--- src/rtl/rf_dump_reader.sv ---
// rf_dump_reader
//
// Read-side sequencer for the 2-read/1-write block-SRAM register file.
// A start pulse walks registers FIRST_REG..LAST_REG through one RF read
// port and streams each {address, data} pair out over a valid/ready
// handshake. This gives a synthesizable path toward a UART/debug sink.
// The sequencer owns the RF read port only while busy is high.
//
// Ports:
//   clk        system clock; all logic on posedge (RF read data moves on negedge)
//   rst        synchronous active-high reset
//   start      one-cycle dump request, ignored while busy
//   busy       high from the cycle after start is accepted until done
//   done       one-cycle pulse after the last word's handshake
//   rf_addr    RF read address (p0_addr)
//   rf_re      RF read enable (re0), high only during READ cycles
//   rf_data    RF read data (p0)
//   out_valid  output word valid
//   out_ready  sink accepts the word
//   out_addr   register index of the current word
//   out_data   register contents of the current word
module rf_dump_reader #(
    parameter int ADDR_W    = 4,
    parameter int DATA_W    = 16,
    parameter int FIRST_REG = 1,
    parameter int LAST_REG  = 15
) (
    input  logic              clk,
    input  logic              rst,
    input  logic              start,
    output logic              busy,
    output logic              done,
    output logic [ADDR_W-1:0] rf_addr,
    output logic              rf_re,
    input  logic [DATA_W-1:0] rf_data,
    output logic              out_valid,
    input  logic              out_ready,
    output logic [ADDR_W-1:0] out_addr,
    output logic [DATA_W-1:0] out_data
);

    localparam logic [1:0] IDLE = 2'd0;
    localparam logic [1:0] READ = 2'd1;
    localparam logic [1:0] SEND = 2'd2;

    localparam logic [ADDR_W-1:0] FIRST_ADDR = ADDR_W'(FIRST_REG);
    localparam logic [ADDR_W-1:0] LAST_ADDR  = ADDR_W'(LAST_REG);

    logic [1:0] state;

    // Single registered FSM. READ lasts exactly one cycle: the RF presents
    // p0 on the negedge inside it, so rf_data is stable at the closing
    // posedge, which is the only edge where it is captured.
    always_ff @(posedge clk) begin
        if (rst) begin
            state     <= IDLE;
            busy      <= 1'b0;
            done      <= 1'b0;
            rf_re     <= 1'b0;
            out_valid <= 1'b0;
            rf_addr   <= '0;
            out_addr  <= '0;
            out_data  <= '0;
        end else begin
            // done is a pulse; any branch that finishes a dump re-asserts it
            done <= 1'b0;
            case (state)
                IDLE: begin
                    if (start) begin
                        rf_addr <= FIRST_ADDR;
                        rf_re   <= 1'b1;
                        busy    <= 1'b1;
                        state   <= READ;
                    end
                end
                READ: begin
                    out_data  <= rf_data;
                    out_addr  <= rf_addr;
                    out_valid <= 1'b1;
                    rf_re     <= 1'b0;
                    state     <= SEND;
                end
                SEND: begin
                    // out_valid is always high in SEND, so out_ready alone
                    // marks the handshake; the word holds until it happens
                    if (out_ready) begin
                        out_valid <= 1'b0;
                        if (out_addr == LAST_ADDR) begin
                            busy  <= 1'b0;
                            done  <= 1'b1;
                            state <= IDLE;
                        end else begin
                            rf_addr <= rf_addr + 1'b1;
                            rf_re   <= 1'b1;
                            state   <= READ;
                        end
                    end
                end
                default: begin
                    state     <= IDLE;
                    busy      <= 1'b0;
                    rf_re     <= 1'b0;
                    out_valid <= 1'b0;
                end
            endcase
        end
    end

endmodule
--- config.mk ---
export PLATFORM = sky130hd
export DESIGN_NAME = rf_dump_reader
export DESIGN_NICKNAME = d
export VERILOG_FILES = /design/src/rtl/rf_dump_reader.sv
export SDC_FILE = /design/constraint.sdc
export NUM_CORES = 1
export LEC_CHECK = 0
export CAP_MARGIN = 20
export CORE_UTILIZATION = 40
export CTS_BUF_LIST = sky130_fd_sc_hd__clkbuf_4
export CTS_CLUSTER_DIAMETER = 200
export DETAILED_ROUTE_END_ITERATION = 8
export PLACE_DENSITY_LB_ADDON = 0.2
export REMOVE_ABC_BUFFERS = 1
export SETUP_SLACK_MARGIN = 0.02
export SLEW_MARGIN = 5
export SYNTH_ARGS = -nofsm -noshare
export SYNTH_HDL_FRONTEND = slang
export SYNTH_SLANG_ARGS = --single-unit
export TNS_END_PERCENT = 20
--- constraint.sdc ---
create_clock -name clk -period 1.2 [get_ports clk]
set_input_delay 0.36 -clock clk [delete_from_list [all_inputs] [get_ports clk]]
set_output_delay 0.36 -clock clk [all_outputs]
set_load 0.01 [all_outputs]
* Yosys cells after proc, flatten, opt, wreduce, memory -nomap -nowiden *
Index checks and enable logic that the tools add are counted.

word-level totals
  bits of input ports = 20
  register bits after elaboration = 30
  output and inout bits = 28
  word-level logic and storage cells = 46

operators by class
  muxes and demuxes = 18
  $add $sub $neg = 1
  bitwise gates (word level) = 4
  equality and inequality tests = 7
  reductions and logical operators = 8

operators by type and width
  operator               number
  $mux W4                3
  $mux W1                8
  $ne A2 B2 Y1 const B   4
  $pmux W4 S2            1
  $reduce_and A4 Y1      2
  $pmux W1 S3            2
  $pmux W2 S3            1
  $add A4 B1 Y4 const B  1
  $eq A4 B4 Y1 const B   1
  $mux W2                2
  $not A1 Y1             4
  $reduce_and A2 Y1      2
  $reduce_and A3 Y1      1
  $reduce_or A3 Y1       1
  $eq A2 B1 Y1 const B   1
  $eq A2 B2 Y1 const B   1
  $logic_not A2 Y1       1
  $pmux W1 S2            1
  $reduce_bool A2 Y1     1

* Logic depth before layout (Yosys ltp) *
  depth after elaboration = 4
  mapped depth = 5
  gate-level depth less buffers = 4

* Worst setup path after synthesis *
Ideal clock, no wire load.

  kind = register to register
  start = reg state[0]
  end = reg state[1]
  path buffers = 2
  slack = 0.146 ns
  library setup time = 0.128 ns
  period minus slack after synthesis = 1.054 ns
  data required time = 1.072 ns
  arrival time = 0.927 ns
  stages on the path, launching flop included = 6
  cells stage by stage = dfxtp_1 -> buf_6 -> and2b_2 -> buf_4 -> a21oi_1 -> nor2_1

between the ends
  longest elaborated chain between the ends = 3
  elaborated cells between the ends (all ways) = 7
  those cells by class = 4 x eq/ne; 1 x mux; 2 x reduce/logical

RTL lines
  item                                                     line  text
  from (decl)                                              49    logic [1:0] state;
  from (signal assigned)                                   56    state <= IDLE;
  from (signal assigned)                                   73    state <= READ;
  from (signal assigned)                                   81    state <= SEND;
  $eq A2 B2 Y1 / $logic_not A2 Y1 (equally long branches)  67    case (state)
  $ne A2 B2 Y1 (no source line)                            --
  $reduce_and A2 Y1 (no source line)                       --

Parallel ways exist; a longest one is shown, timed or not.
A chain may end at the register's enable or synchronous reset.

* Worst setup path in the final report *
  start = reg out_addr[2]
  end = out out_addr[2]

RTL lines
  item                    line  text
  from (decl)             38    output logic [ADDR_W-1:0] out_addr,
  from (signal assigned)  78    out_addr <= rf_addr;

No word-level cell between the ends.

==> results.md <==
- The mean instance size in the synthesized netlist is 8.402 um2.
- dfxtp_1 takes more of the synthesized area than any other cell.
- The final critical path takes up 95.79% of the cycle.
- The highest layer touched by signal routing is met4.
- The maximum clock insertion buffer count is 2.
- At the pin with the least slew margin, the transition time is 264.8 ps.
- The number of antenna violations at the first check in global routing is 0.
- The final reports fail on DRC.
- The run finished, with violations left.
- In the final routed layout, each cell accounts on average for 12.45 um.
- Together, buffers and inverters on the worst path number 1.
- The number of buffers created by CTS is 5.
- The number of placed instances, taps included is 227.
- The worst register-to-register path begins at rf_addr[1]$_SDFFE_PP0P_.
- STA classifies the critical path endpoint as a primary output.
- Counting distinct cell types in the post-synthesis netlist gives 34.
- The cell area that synthesis handed to floorplanning was 1210 um2.
- The cell sitting at the root of the clock tree is a clkbuf_4.
- The endpoint identified for the worst register-to-register timing path is rf_addr[3]$_SDFFE_PP0P_.
- The HPWL after detailed placement is 2085 um.
- The synthesized design contains 0 enable-type register cells.
- The highest net fanout along the worst path is 2.
- The number of DRC markers after the initial detailed-route iteration is 45.
- The prevailing post-synth register cell is dfxtp_1.
- The sequential cells in the finished layout cover a total of 636.9 um2.
- The length of the first detailed-routing pass in iterations is 6.
- Summing the sequential cell areas from Yosys gives 49.64% of the chip area.
- The worst hold path begins at out_data[11]$_SDFFE_PP0P_.
- The kind of cell with the highest combined delay along the critical path is flip-flops.
- The area of the die is 3248 um2.
- The instance count of the mapped netlist is 144.
- In the final routing, the length of wire on met1 measures 1182 um.
- The total length of routed wires is 2938 um.
- The number of max-slew violations in the final report is 0.
- Across all hold checks on the routed design, the worst slack comes to 451.7 ps.
- Summed over all layers, the global routing overflow is 0.
- Setup slack on the worst reg-to-reg path comes out at 70 ps.
- The final number of hold-violating endpoints is 0.
- Across the run, the number of max-cap violations was 0.
- The number of design rule violations left after detail routing is 10.
- The max-slew headroom at the worst pin is 82.30%.
- The cell leakage power is 0.7829 nW.
- After floorplanning, the core was sized to cover 2805 um2.
- The worst setup path is launched from a flip-flop.
- Tracing the worst setup path back leads to its startpoint at out_addr[2]$_SDFFE_PP0P_.
- Dividing the detail-routed via count by the number of cells gives 5.085.
- The floorplan has 19 rows.
- The power density over the cells is 1117 nW/um2.
- The number of synthesis warnings is 0.
- In this run the vertical extent of the chip is 57.00 um.
- Counting flops and latches in the post-synthesis netlist gives 30.
- The path depth of the worst reg2reg path is 4.
- The wire length of the first global-routing pass is 4940 um.
- The worst path in the final design needs a cycle of 1149 ps, including I/O delays and setup.
- The final core utilization is 62.89%.
- The worst ir drop on vdd is 0.0007935 V.
- The initial core utilization is 43.13%.
- The clock net in this run drives a total of 30 sinks.
- The share of synthesized area in the top cell type comes to 49.64%.
- The worst setup slack before clock tree synthesis is -346.9 ps.
- The largest stage delay on the critical path is 350 ps.
- After layout, the design draws a total of 1.970 mW.
- The via count of the first global-routing pass is 1,214.
- TritonCTS built the clock tree.
- The setup slack of the critical path after layout is 50.53 ps.
- The routability congestion estimate is 0.8776.
- The cell type of the slowest stage on the worst timing path is dfxtp_2.
- Clock-pin slew was measured on the worst setup and hold paths at 90 ps.
- The fraction of final layout cells with drive strength greater than 1 is 42.93%.
- The worst hold path class is flip-flop to flip-flop.
- The number of hold-repair buffers added at the cts stage is 0.
- The final-report setup violation count is 0.
- The critical path is of the flip-flop to primary output type.
- The cell depth of the worst min-delay path is 2.
- At the worst endpoint, the arrival time is 790 ps.
- The number of nets still failing antenna checks after routing is 0.
- The number of antenna diodes in the final layout is 0.
- For this run, asynchronously set or reset flops after synthesis account for 0%.
- The maximum number of pins on one net before global-route repair is 22.
- The met3 routed wirelength is 185 um.
- The count of H-tree levels built during CTS is 2.
- The required time of the critical path is 840 ps.
- Setup repair after global routing could not meet its margin everywhere.
- The chip width is 57.00 um.
- The footprint of the multi-input gates is 563.0 um2.
- The critical path goes through buf_2.
- The achievable frequency is 870.0 MHz.
- The number of vias in the routed layout is 1,200.
- The worst hold endpoint is out_data[11]$_SDFFE_PP0P_.
- By area the synthesized netlist is led by dfxtp_1 50%, nand2_1 13%, a21oi_1 9.1%, buf_6 1.9%, buf_2 1.7%.
- The total of fill cells in the finished design is 260.
- The final net count is 225.
- 48 I/O pins were placed.
- The clock insertion delay at the later pin of the skew report is 310 ps.
- Detailed routing placed a total of 1512 um of wire on met2.
- The overall fraction of global-route tracks in use is 19.55%.
- The count of cells in the finished layout, fillers not included, comes to 236.
- In this run the tool buffered the top-level ports with 47 buffer cells.
- The area added between synthesis and finish is 45.81%.
- Across the routed clock network, the largest skew measured is 1.157 ps.
[synthesized netlist by cell type (3+ instances only)]
cell	instances
nand2b_1	3
nand2_1	41
nor2_1	5
nor2b_1	3
a21oi_1	22
nand3_1	3
dfxtp_1	30
buf_2	4
[logic make-up (layout without fill, tap and decap cells)]
| kind of cell | count (synthesis) | after routing | share of synthesized area (%) |
|---|---|---|---|
| AOI/OAI and AO/OA | 32 | 32 | 15.10 |
| adders and majority gates | 1 | 1 | 1.034 |
| buffers and inverters | 11 | 72 | 5.687 |
| DFF | 30 | 30 | 49.64 |
| and+or+nand+nor | 70 | 70 | 28.54 |
[repair_timing]
| item | CTS | global route |
|---|---|---|
| pin swaps | 3 | 5 |
| gates resized for setup | 138 | 18 |
| setup buffers | 1 | 0 |
| setup endpoints to repair | 52 | 30 |
| gates cloned | 0 | 0 |
[registers in the layout (all words and copies together) (netlist names)]
name and cells:
rf_re 1, out_valid 1, rf_addr 4, busy 1, out_addr 4, out_data 16
state 2, done 1
[metal layers]
layer,up-vias,track usage [%]
li1,604,-
met1,549,21.54
met2,38,34.96
met3,9,5.896
met4,0,8.014
met5,-,0
[worst min-delay path, delay by kind of cell (launching register included)]
family	cells	cell delay, ps
AND/OR/NAND/NOR	1	40
AO/OA/AOI/OAI	1	50
flip-flops	1	320
[area by class of cell]
cell class | count | area share (%)
sequential | 30 | 36.10
clock inverter | 2 | 0.4965
inverter | 2 | 0.4255
timing repair buffer | 62 | 26.31
multi-input combinational | 103 | 31.91
tap | 31 | 2.199
clock buffer | 6 | 2.553
[how the worst max path moves through the flow]
stage          cells after the start  slack [ps]                  endpoint
6_report                           1          50               out_addr[2]
5_1_grt                            4           7        rf_re$_SDFFE_PP0P_
4_1_cts                            1         -80                rf_addr[0]
3_5_place_dp                       4        -350   rf_addr[3]$_SDFFE_PP0P_
3_3_place_gp                       4        -320   rf_addr[2]$_SDFFE_PP0P_
2_1_floorplan                      3          30  out_addr[0]$_SDFFE_PP0P_
[stage by stage]
step                      instance area, um2  TNS, ps
after floorplan                         1149        0
after global placement                  1763    -4241
after detailed placement                1763    -4868
after CTS                               1720   -82.79
after global routing                    1764        0
final                                   1764        0
[report_power, final]
part | switching (mW) | internal, mW
Combinational | 0.159 | 0.170
Sequential | 0.0258 | 1.05
Clock | 0.320 | 0.242
Total | 0.505 | 1.46
[layout by cell type, fill, tap and decap left out, types with 2 or more instances in the layout]
cell	netlist	layout
dlygate4sd2_1	0	2
dfxtp_2	0	29
nand4b_1	2	2
nand3_1	3	3
clkdlybuf4s50_1	0	16
nor2_1	5	5
nor3_1	2	2
buf_6	2	5
buf_4	2	11
nor2b_1	3	3
a21oi_1	22	22
clkbuf_4	0	6
buf_2	4	26
inv_1	2	2
o211ai_1	2	2
nand2b_1	3	3
nand2_1	41	41
Note: power is estimated with default switching activity, not from simulation.
